## config.mk

```make
export PLATFORM = sky130hd
export DESIGN_NAME = io_serial_peer
export DESIGN_NICKNAME = d
export VERILOG_FILES = /design/src/rtl/io_serial_peer.sv
export SDC_FILE = /design/constraint.sdc
export NUM_CORES = 1
export LEC_CHECK = 0
export ABC_AREA = 1
export CAP_MARGIN = 10
export CORE_MARGIN = 4
export CORE_UTILIZATION = 59
export CTS_BUF_LIST = sky130_fd_sc_hd__clkbuf_4 sky130_fd_sc_hd__clkbuf_8
export CTS_CLUSTER_DIAMETER = 40
export DETAILED_ROUTE_END_ITERATION = 7
export GPL_TIMING_DRIVEN = 0
export HOLD_SLACK_MARGIN = 0.1
export PLACE_DENSITY = 0.83
export SLEW_MARGIN = 40
export SYNTH_ARGS = -nofsm -noshare
export SYNTH_HDL_FRONTEND = slang
export SYNTH_SLANG_ARGS = --single-unit
```

## constraint.sdc

```tcl
create_clock -name clock -period 2.7 [get_ports clock]
set_input_delay 0.54 -clock clock [delete_from_list [all_inputs] [get_ports clock]]
set_output_delay 0.54 -clock clock [all_outputs]
set_load 0.02 [all_outputs]
```

## src/rtl/io_serial_peer.sv

```systemverilog
// Host-side endpoint of the AGC IO UART link: serializes channel updates onto tx
// and deserializes AGC channel-write frames arriving on rx (3-byte 8N1 frames).
module io_serial_peer #(
    parameter int CLKS_PER_BIT = 16,
    parameter int TIMEOUT_CLKS = 320
) (
    input  logic        clock,
    input  logic        reset,
    input  logic        rx,
    output logic        tx,
    input  logic        upd_valid,
    output logic        upd_ready,
    input  logic [4:0]  upd_sel,
    input  logic [14:0] upd_data,
    output logic        wr_valid,
    output logic [4:0]  wr_sel,
    output logic [14:0] wr_data,
    output logic        frame_err
);

    localparam int CW = $clog2(CLKS_PER_BIT);
    localparam int TW = $clog2(TIMEOUT_CLKS + 1);
    localparam logic [CW-1:0] BIT_LAST  = CW'(CLKS_PER_BIT - 1);
    localparam logic [CW-1:0] HALF_LAST = CW'(CLKS_PER_BIT / 2 - 1);
    localparam logic [TW-1:0] TO_LAST   = TW'(TIMEOUT_CLKS);

    typedef enum logic [1:0] {S_IDLE, S_START, S_DATA, S_STOP} uartState_e;

    function automatic logic [7:0] pickByte(input logic [23:0] frame, input logic [1:0] idx);
        case (idx)
            2'd0:    pickByte = frame[23:16];
            2'd1:    pickByte = frame[15:8];
            default: pickByte = frame[7:0];
        endcase
    endfunction

    uartState_e  txState_q, txState_d;
    logic [CW-1:0] txCnt_q, txCnt_d;
    logic [2:0]  txBit_q, txBit_d;
    logic [1:0]  txByte_q, txByte_d;
    logic [23:0] txFrame_q, txFrame_d;
    logic        tx_q, tx_d;
    logic [7:0]  txCurByte;
    logic        updAccept;

    assign upd_ready = (txState_q == S_IDLE) && !reset;
    assign updAccept = upd_valid && upd_ready;
    assign tx        = tx_q;

    // tx is registered from the next-state values so the line never glitches
    always_comb begin
        txState_d = txState_q;
        txCnt_d   = txCnt_q;
        txBit_d   = txBit_q;
        txByte_d  = txByte_q;
        txFrame_d = txFrame_q;
        tx_d      = 1'b1;
        case (txState_q)
            S_IDLE: begin
                if (updAccept) begin
                    txFrame_d = {3'b101, upd_sel, 1'b0, upd_data};
                    txState_d = S_START;
                    txCnt_d   = '0;
                    txBit_d   = '0;
                    txByte_d  = '0;
                end
            end
            default: begin
                if (txCnt_q == BIT_LAST) begin
                    txCnt_d = '0;
                    case (txState_q)
                        S_START: begin
                            txState_d = S_DATA;
                            txBit_d   = '0;
                        end
                        S_DATA: begin
                            if (txBit_q == 3'd7) txState_d = S_STOP;
                            else                 txBit_d   = txBit_q + 3'd1;
                        end
                        S_STOP: begin
                            if (txByte_q == 2'd2) begin
                                txState_d = S_IDLE;
                                txByte_d  = '0;
                            end else begin
                                txState_d = S_START;
                                txByte_d  = txByte_q + 2'd1;
                            end
                        end
                        default: txState_d = S_IDLE;
                    endcase
                end else begin
                    txCnt_d = txCnt_q + CW'(1);
                end
            end
        endcase
        txCurByte = pickByte(txFrame_d, txByte_d);
        case (txState_d)
            S_START: tx_d = 1'b0;
            S_DATA:  tx_d = txCurByte[txBit_d];
            default: tx_d = 1'b1;
        endcase
    end

    always_ff @(posedge clock) begin
        if (reset) begin
            txState_q <= S_IDLE;
            txCnt_q   <= '0;
            txBit_q   <= '0;
            txByte_q  <= '0;
            txFrame_q <= '0;
            tx_q      <= 1'b1;
        end else begin
            txState_q <= txState_d;
            txCnt_q   <= txCnt_d;
            txBit_q   <= txBit_d;
            txByte_q  <= txByte_d;
            txFrame_q <= txFrame_d;
            tx_q      <= tx_d;
        end
    end

    logic        rxMeta_q, rxSync_q, rxPrev_q;
    uartState_e  rxState_q, rxState_d;
    logic [CW-1:0] rxCnt_q, rxCnt_d;
    logic [2:0]  rxBit_q, rxBit_d;
    logic [7:0]  rxShift_q, rxShift_d;
    logic [1:0]  rxIdx_q, rxIdx_d;
    logic [4:0]  rxSel_q, rxSel_d;
    logic [6:0]  rxHi_q, rxHi_d;
    logic [TW-1:0] idleCnt_q, idleCnt_d;
    logic        wrValid_q, wrValid_d;
    logic [4:0]  wrSel_q, wrSel_d;
    logic [14:0] wrData_q, wrData_d;
    logic        frameErr_q, frameErr_d;

    assign wr_valid  = wrValid_q;
    assign wr_sel    = wrSel_q;
    assign wr_data   = wrData_q;
    assign frame_err = frameErr_q;

    always_ff @(posedge clock) begin
        if (reset) begin
            rxMeta_q <= 1'b1;
            rxSync_q <= 1'b1;
            rxPrev_q <= 1'b1;
        end else begin
            rxMeta_q <= rx;
            rxSync_q <= rxMeta_q;
            rxPrev_q <= rxSync_q;
        end
    end

    // Header checks run as each byte completes so a bad byte resyncs immediately
    always_comb begin
        rxState_d  = rxState_q;
        rxCnt_d    = rxCnt_q;
        rxBit_d    = rxBit_q;
        rxShift_d  = rxShift_q;
        rxIdx_d    = rxIdx_q;
        rxSel_d    = rxSel_q;
        rxHi_d     = rxHi_q;
        idleCnt_d  = idleCnt_q;
        wrSel_d    = wrSel_q;
        wrData_d   = wrData_q;
        wrValid_d  = 1'b0;
        frameErr_d = 1'b0;
        case (rxState_q)
            S_IDLE: begin
                if (rxPrev_q && !rxSync_q) begin
                    rxState_d = S_START;
                    rxCnt_d   = '0;
                    idleCnt_d = '0;
                end else if (rxIdx_q != 2'd0) begin
                    if (idleCnt_q == TO_LAST) begin
                        frameErr_d = 1'b1;
                        rxIdx_d    = '0;
                        idleCnt_d  = '0;
                    end else begin
                        idleCnt_d = idleCnt_q + TW'(1);
                    end
                end
            end
            S_START: begin
                if (rxCnt_q == HALF_LAST) begin
                    rxCnt_d   = '0;
                    rxBit_d   = '0;
                    rxState_d = rxSync_q ? S_IDLE : S_DATA;
                end else begin
                    rxCnt_d = rxCnt_q + CW'(1);
                end
            end
            S_DATA: begin
                if (rxCnt_q == BIT_LAST) begin
                    rxCnt_d   = '0;
                    rxShift_d = {rxSync_q, rxShift_q[7:1]};
                    if (rxBit_q == 3'd7) rxState_d = S_STOP;
                    else                 rxBit_d   = rxBit_q + 3'd1;
                end else begin
                    rxCnt_d = rxCnt_q + CW'(1);
                end
            end
            default: begin
                if (rxCnt_q == BIT_LAST) begin
                    rxCnt_d   = '0;
                    rxState_d = S_IDLE;
                    idleCnt_d = '0;
                    if (!rxSync_q) begin
                        frameErr_d = 1'b1;
                        rxIdx_d    = '0;
                    end else begin
                        case (rxIdx_q)
                            2'd0: begin
                                if (rxShift_q[7:5] == 3'b101) begin
                                    rxSel_d = rxShift_q[4:0];
                                    rxIdx_d = 2'd1;
                                end else begin
                                    frameErr_d = 1'b1;
                                end
                            end
                            2'd1: begin
                                if (rxShift_q[7]) begin
                                    frameErr_d = 1'b1;
                                    rxIdx_d    = '0;
                                end else begin
                                    rxHi_d  = rxShift_q[6:0];
                                    rxIdx_d = 2'd2;
                                end
                            end
                            default: begin
                                wrValid_d = 1'b1;
                                wrSel_d   = rxSel_q;
                                wrData_d  = {rxHi_q, rxShift_q};
                                rxIdx_d   = '0;
                            end
                        endcase
                    end
                end else begin
                    rxCnt_d = rxCnt_q + CW'(1);
                end
            end
        endcase
    end

    always_ff @(posedge clock) begin
        if (reset) begin
            rxState_q  <= S_IDLE;
            rxCnt_q    <= '0;
            rxBit_q    <= '0;
            rxShift_q  <= '0;
            rxIdx_q    <= '0;
            rxSel_q    <= '0;
            rxHi_q     <= '0;
            idleCnt_q  <= '0;
            wrValid_q  <= 1'b0;
            wrSel_q    <= '0;
            wrData_q   <= '0;
            frameErr_q <= 1'b0;
        end else begin
            rxState_q  <= rxState_d;
            rxCnt_q    <= rxCnt_d;
            rxBit_q    <= rxBit_d;
            rxShift_q  <= rxShift_d;
            rxIdx_q    <= rxIdx_d;
            rxSel_q    <= rxSel_d;
            rxHi_q     <= rxHi_d;
            idleCnt_q  <= idleCnt_d;
            wrValid_q  <= wrValid_d;
            wrSel_q    <= wrSel_d;
            wrData_q   <= wrData_d;
            frameErr_q <= frameErr_d;
        end
    end

endmodule

```

==> flow_metrics.env <==
export IMPL_start_kind="flip-flop"
export IMPL_grt_start_max_net_pins=21
export IMPL_dr_pass1_iters=5
export IMPL_io_pins=48
export IMPL_reg2reg_slack_ns=0.33
export IMPL_gp_routability_congestion=0.946
export IMPL_worstReg2RegEnd="tx$_SDFF_PP1_"
export IMPL_routed_via_count=4205
export IMPL_seq_area_frac_synth=0.442
export IMPL_gr_max_usage_layer="met2"
export IMPL_design_die_area_um2=9230
export IMPL_finalSetupTns_ns=0
export IMPL_place_worst_setup_slack_ns=0.134
export IMPL_cts_hold_buffers=0
export IMPL_timing_hold_ws_ns=0.447
export IMPL_register_area_um2=2020
export IMPL_cpMaxStageDelayCell="sky130_fd_sc_hd__clkdlybuf4s50_1"
export IMPL_drt_wirelength_per_cell_um=13.3
export IMPL_post_cts_resized=0
export IMPL_worst_endpoint_arrival_ns=1.96
export IMPL_postSynthAreaPerCell_um2=7.31
export IMPL_synth_enable_flop_cells=0
export IMPL_core_um2=7410
export IMPL_worst_clock_skew_ns=0.0153
export IMPL_timing_critical_path_required_ns=2.16
export IMPL_hold_violation_total_from_the_final_report=0
export IMPL_remaining_drc_errors=0
export IMPL_timing_max_transition_violations_final=0
export IMPL_die_width_um=96.1
export IMPL_placement_cell_area_um2=5170
export IMPL_synth_seq_cells=101
export IMPL_max_clock_path_buffers=2
export IMPL_final_period_minus_worst_setup_slack_ns=2.50
export IMPL_leakage_nw=2.24
export IMPL_global_route_usage_met2=0.401
export IMPL_drtIter0Drc=198
export IMPL_fmaxAchievable_mhz=400
export IMPL_maxCapViolCount=0
export IMPL_numPlacedInstances=772
export IMPL_dp_final_hpwl_um=7670
export IMPL_asyncSetResetFlopFracSynth=0
export IMPL_layout_cell_area_non_filler_um2=5370
export IMPL_cts_tree="built"
export IMPL_crit_reg2reg_launch="txState_q[0]$_SDFF_PP0_"
export IMPL_synth_flop_cell="sky130_fd_sc_hd__dfxtp_1"
export IMPL_flow_area_growth_from_synthesis_pct=17.4
export IMPL_worst_path_max_fanout=7
export IMPL_reg2regPathDepth=15
export IMPL_post_cts_buffers=0
export IMPL_dieHeight_um=96.1
export IMPL_status="complete, no violations"
export IMPL_detail_route_antenna_nets=0
export IMPL_fin_total_pwr_mw=3.12
export IMPL_worst_hold_path_type="reg -> reg"
export IMPL_cts_made_buffers=9
export IMPL_global_route_overflow_total=0
export IMPL_via_per_inst=5.34
export IMPL_final_layout_size_suffix_gt1_frac=0.0755
export IMPL_first_pass_grt_wire_length_um=17900
export IMPL_cts_clk_slew_worst_paths_ns=0.12
export IMPL_ys_warn_count=0
export IMPL_rows=31
export IMPL_grt_total_usage=0.244
export IMPL_fin_cells=788
export IMPL_fin_crit_sh=0.927
export IMPL_synth_net_count=664
export IMPL_max_slew_margin_rel=0.623
export IMPL_floorplan_initialDensity=0.618
export IMPL_detail_route_wirelength_um=10500
export IMPL_clk_root_buffer_cell="sky130_fd_sc_hd__clkbuf_8"
export IMPL_design_final_nets=722
export IMPL_min_path_cells=1
export IMPL_final_core_utilization=0.725
export IMPL_worst_setup_path_type="reg -> out"
export IMPL_worst_skew_pair_late_latency_ns=0.38
export IMPL_critical_path_cell_chain="inv_1 > ha_1 > inv_2 > nor2_4 > clkdlybuf4s50_1"
export IMPL_cts_sinks=101
export IMPL_synth_area_um2=4580
export IMPL_antenna_found_initial=0
export IMPL_numPortBuffers=47
export IMPL_worst_slew_pin_slew_ns=0.561
export IMPL_synth_cell_type_count=37
export IMPL_worst_slack_ns=0.198
export IMPL_kind_of_end_point_of_the_critical_path="output pin"
export IMPL_worst_case_hold_path_end_point="rxSync_q$_SDFF_PP1_"
export IMPL_max_stage_delay_ns=0.61
export IMPL_rsz0062_at_grt="no"
export IMPL_grt_use_met3=0.0477
export IMPL_vdd_drop_max_uv=368
export IMPL_grt_use_met1=0.322
export IMPL_multiInputGateArea_um2=2100
export IMPL_count_of_filler_cells_inserted_in_the_layout=613
export IMPL_antenna_cells_inserted=0
export IMPL_vias_in_the_first_global_route=3919
export IMPL_hold_path_startpoint="rxMeta_q$_SDFF_PP1_"
export IMPL_power_density_nw_per_um2=582
export IMPL_timing_final_setup_violations=0
export IMPL_htree_num_levels=3
export IMPL_synthesis_instances=626
[where the power goes]
part           internal, mW  switching, mW
Sequential             1.56         0.0385
Clock                 0.369          0.598
Combinational         0.204          0.358
[worst max path at each step]
stage / start / endpoint / slack [ns] / cells after the start
6_report: txState_q[0]$_SDFF_PP0_ / upd_ready / 0.20 / 5
3_5_place_dp: reset / tx$_SDFF_PP1_ / 0.13 / 13
4_1_cts: txState_q[0]$_SDFF_PP0_ / upd_ready / 0.19 / 5
2_1_floorplan: txState_q[0]$_SDFF_PP0_ / tx$_SDFF_PP1_ / 0.72 / 17
5_1_grt: txState_q[0]$_SDFF_PP0_ / upd_ready / 0.1 / 5
3_3_place_gp: reset / tx$_SDFF_PP1_ / 0.14 / 13
[worst max-delay path: cells and delay by family, from the launching register on]
kind          cells  cell delay [ns]
flops             1             0.34
buf+inv           3             0.85
fa+ha+maj         1             0.29
simple gates      1             0.11
[synthesized netlist by cell type, types with 3 or more instances]
master | number | area [um^2]
sky130_fd_sc_hd__o21ai_2 | 7 | 61.3
sky130_fd_sc_hd__nor3_1 | 8 | 40.0
sky130_fd_sc_hd__ha_1 | 14 | 175
sky130_fd_sc_hd__nand2_1 | 99 | 372
sky130_fd_sc_hd__buf_2 | 6 | 30.0
sky130_fd_sc_hd__dfxtp_1 | 101 | 2020
sky130_fd_sc_hd__clkbuf_1 | 14 | 52.6
sky130_fd_sc_hd__nand3_1 | 30 | 150
sky130_fd_sc_hd__nand3b_1 | 3 | 22.5
sky130_fd_sc_hd__a211oi_1 | 5 | 37.5
sky130_fd_sc_hd__a21oi_1 | 56 | 280
sky130_fd_sc_hd__nor2_1 | 83 | 312
sky130_fd_sc_hd__o21ai_0 | 59 | 295
sky130_fd_sc_hd__nor2_4 | 4 | 45.0
sky130_fd_sc_hd__buf_6 | 3 | 33.8
sky130_fd_sc_hd__inv_2 | 4 | 15.0
sky130_fd_sc_hd__nand2_2 | 4 | 25.0
sky130_fd_sc_hd__or2_0 | 3 | 18.8
sky130_fd_sc_hd__nand4_1 | 9 | 56.3
sky130_fd_sc_hd__o21ai_1 | 7 | 35.0
sky130_fd_sc_hd__inv_1 | 85 | 319
[layer usage]
metal	part of all wire	up-vias
met3	0.047	18
met5	0	-
met2	0.47	119
met1	0.46	1932
li1	-	2136
met4	0.017	0
[sequential cells by signal (all words and copies together) (netlist names), 3 cells and up]
register   count
wr_sel         5
rxBit_q        3
idleCnt_q      9
rxCnt_q        4
rxShift_q      8
txBit_q        3
rxSel_q        5
rxHi_q         7
txFrame_q     24
wr_data       15
txCnt_q        4
[cell usage in the layout (no fill, tap or decap), types with 8 or more instances in the layout]
cell	count
sky130_fd_sc_hd__inv_1	85
sky130_fd_sc_hd__nand3_1	30
sky130_fd_sc_hd__nand2_1	99
sky130_fd_sc_hd__nor2_1	83
sky130_fd_sc_hd__clkbuf_1	14
sky130_fd_sc_hd__clkbuf_8	9
sky130_fd_sc_hd__a21oi_1	56
sky130_fd_sc_hd__clkdlybuf4s50_1	47
sky130_fd_sc_hd__nor3_1	8
sky130_fd_sc_hd__nand4_1	9
sky130_fd_sc_hd__o21ai_0	59
sky130_fd_sc_hd__ha_1	14
sky130_fd_sc_hd__dfxtp_1	101
[final cells by class]
class / instances / area share
Clock buffer: 9 / 0.0231
Sequential cell: 101 / 0.376
Buffer: 23 / 0.0217
Multi-Input combinational cell: 413 / 0.392
Timing Repair Buffer: 47 / 0.0876
Inverter: 89 / 0.0622
Clock inverter: 7 / 0.0142
Tap cell: 99 / 0.0231
[cell families after synthesis]
| group | count (synthesis) | share of synthesized area |
|---|---|---|
| xor gates and xnor gates | 1 | 0.00191 |
| DFF | 101 | 0.442 |
| AOI/OAI and AO/OA | 144 | 0.172 |
| and+or+nand+nor | 254 | 0.248 |
| adders and majority gates | 14 | 0.0383 |
| buffers and inverters | 112 | 0.0984 |
Note: power is estimated with default switching activity, not from simulation.
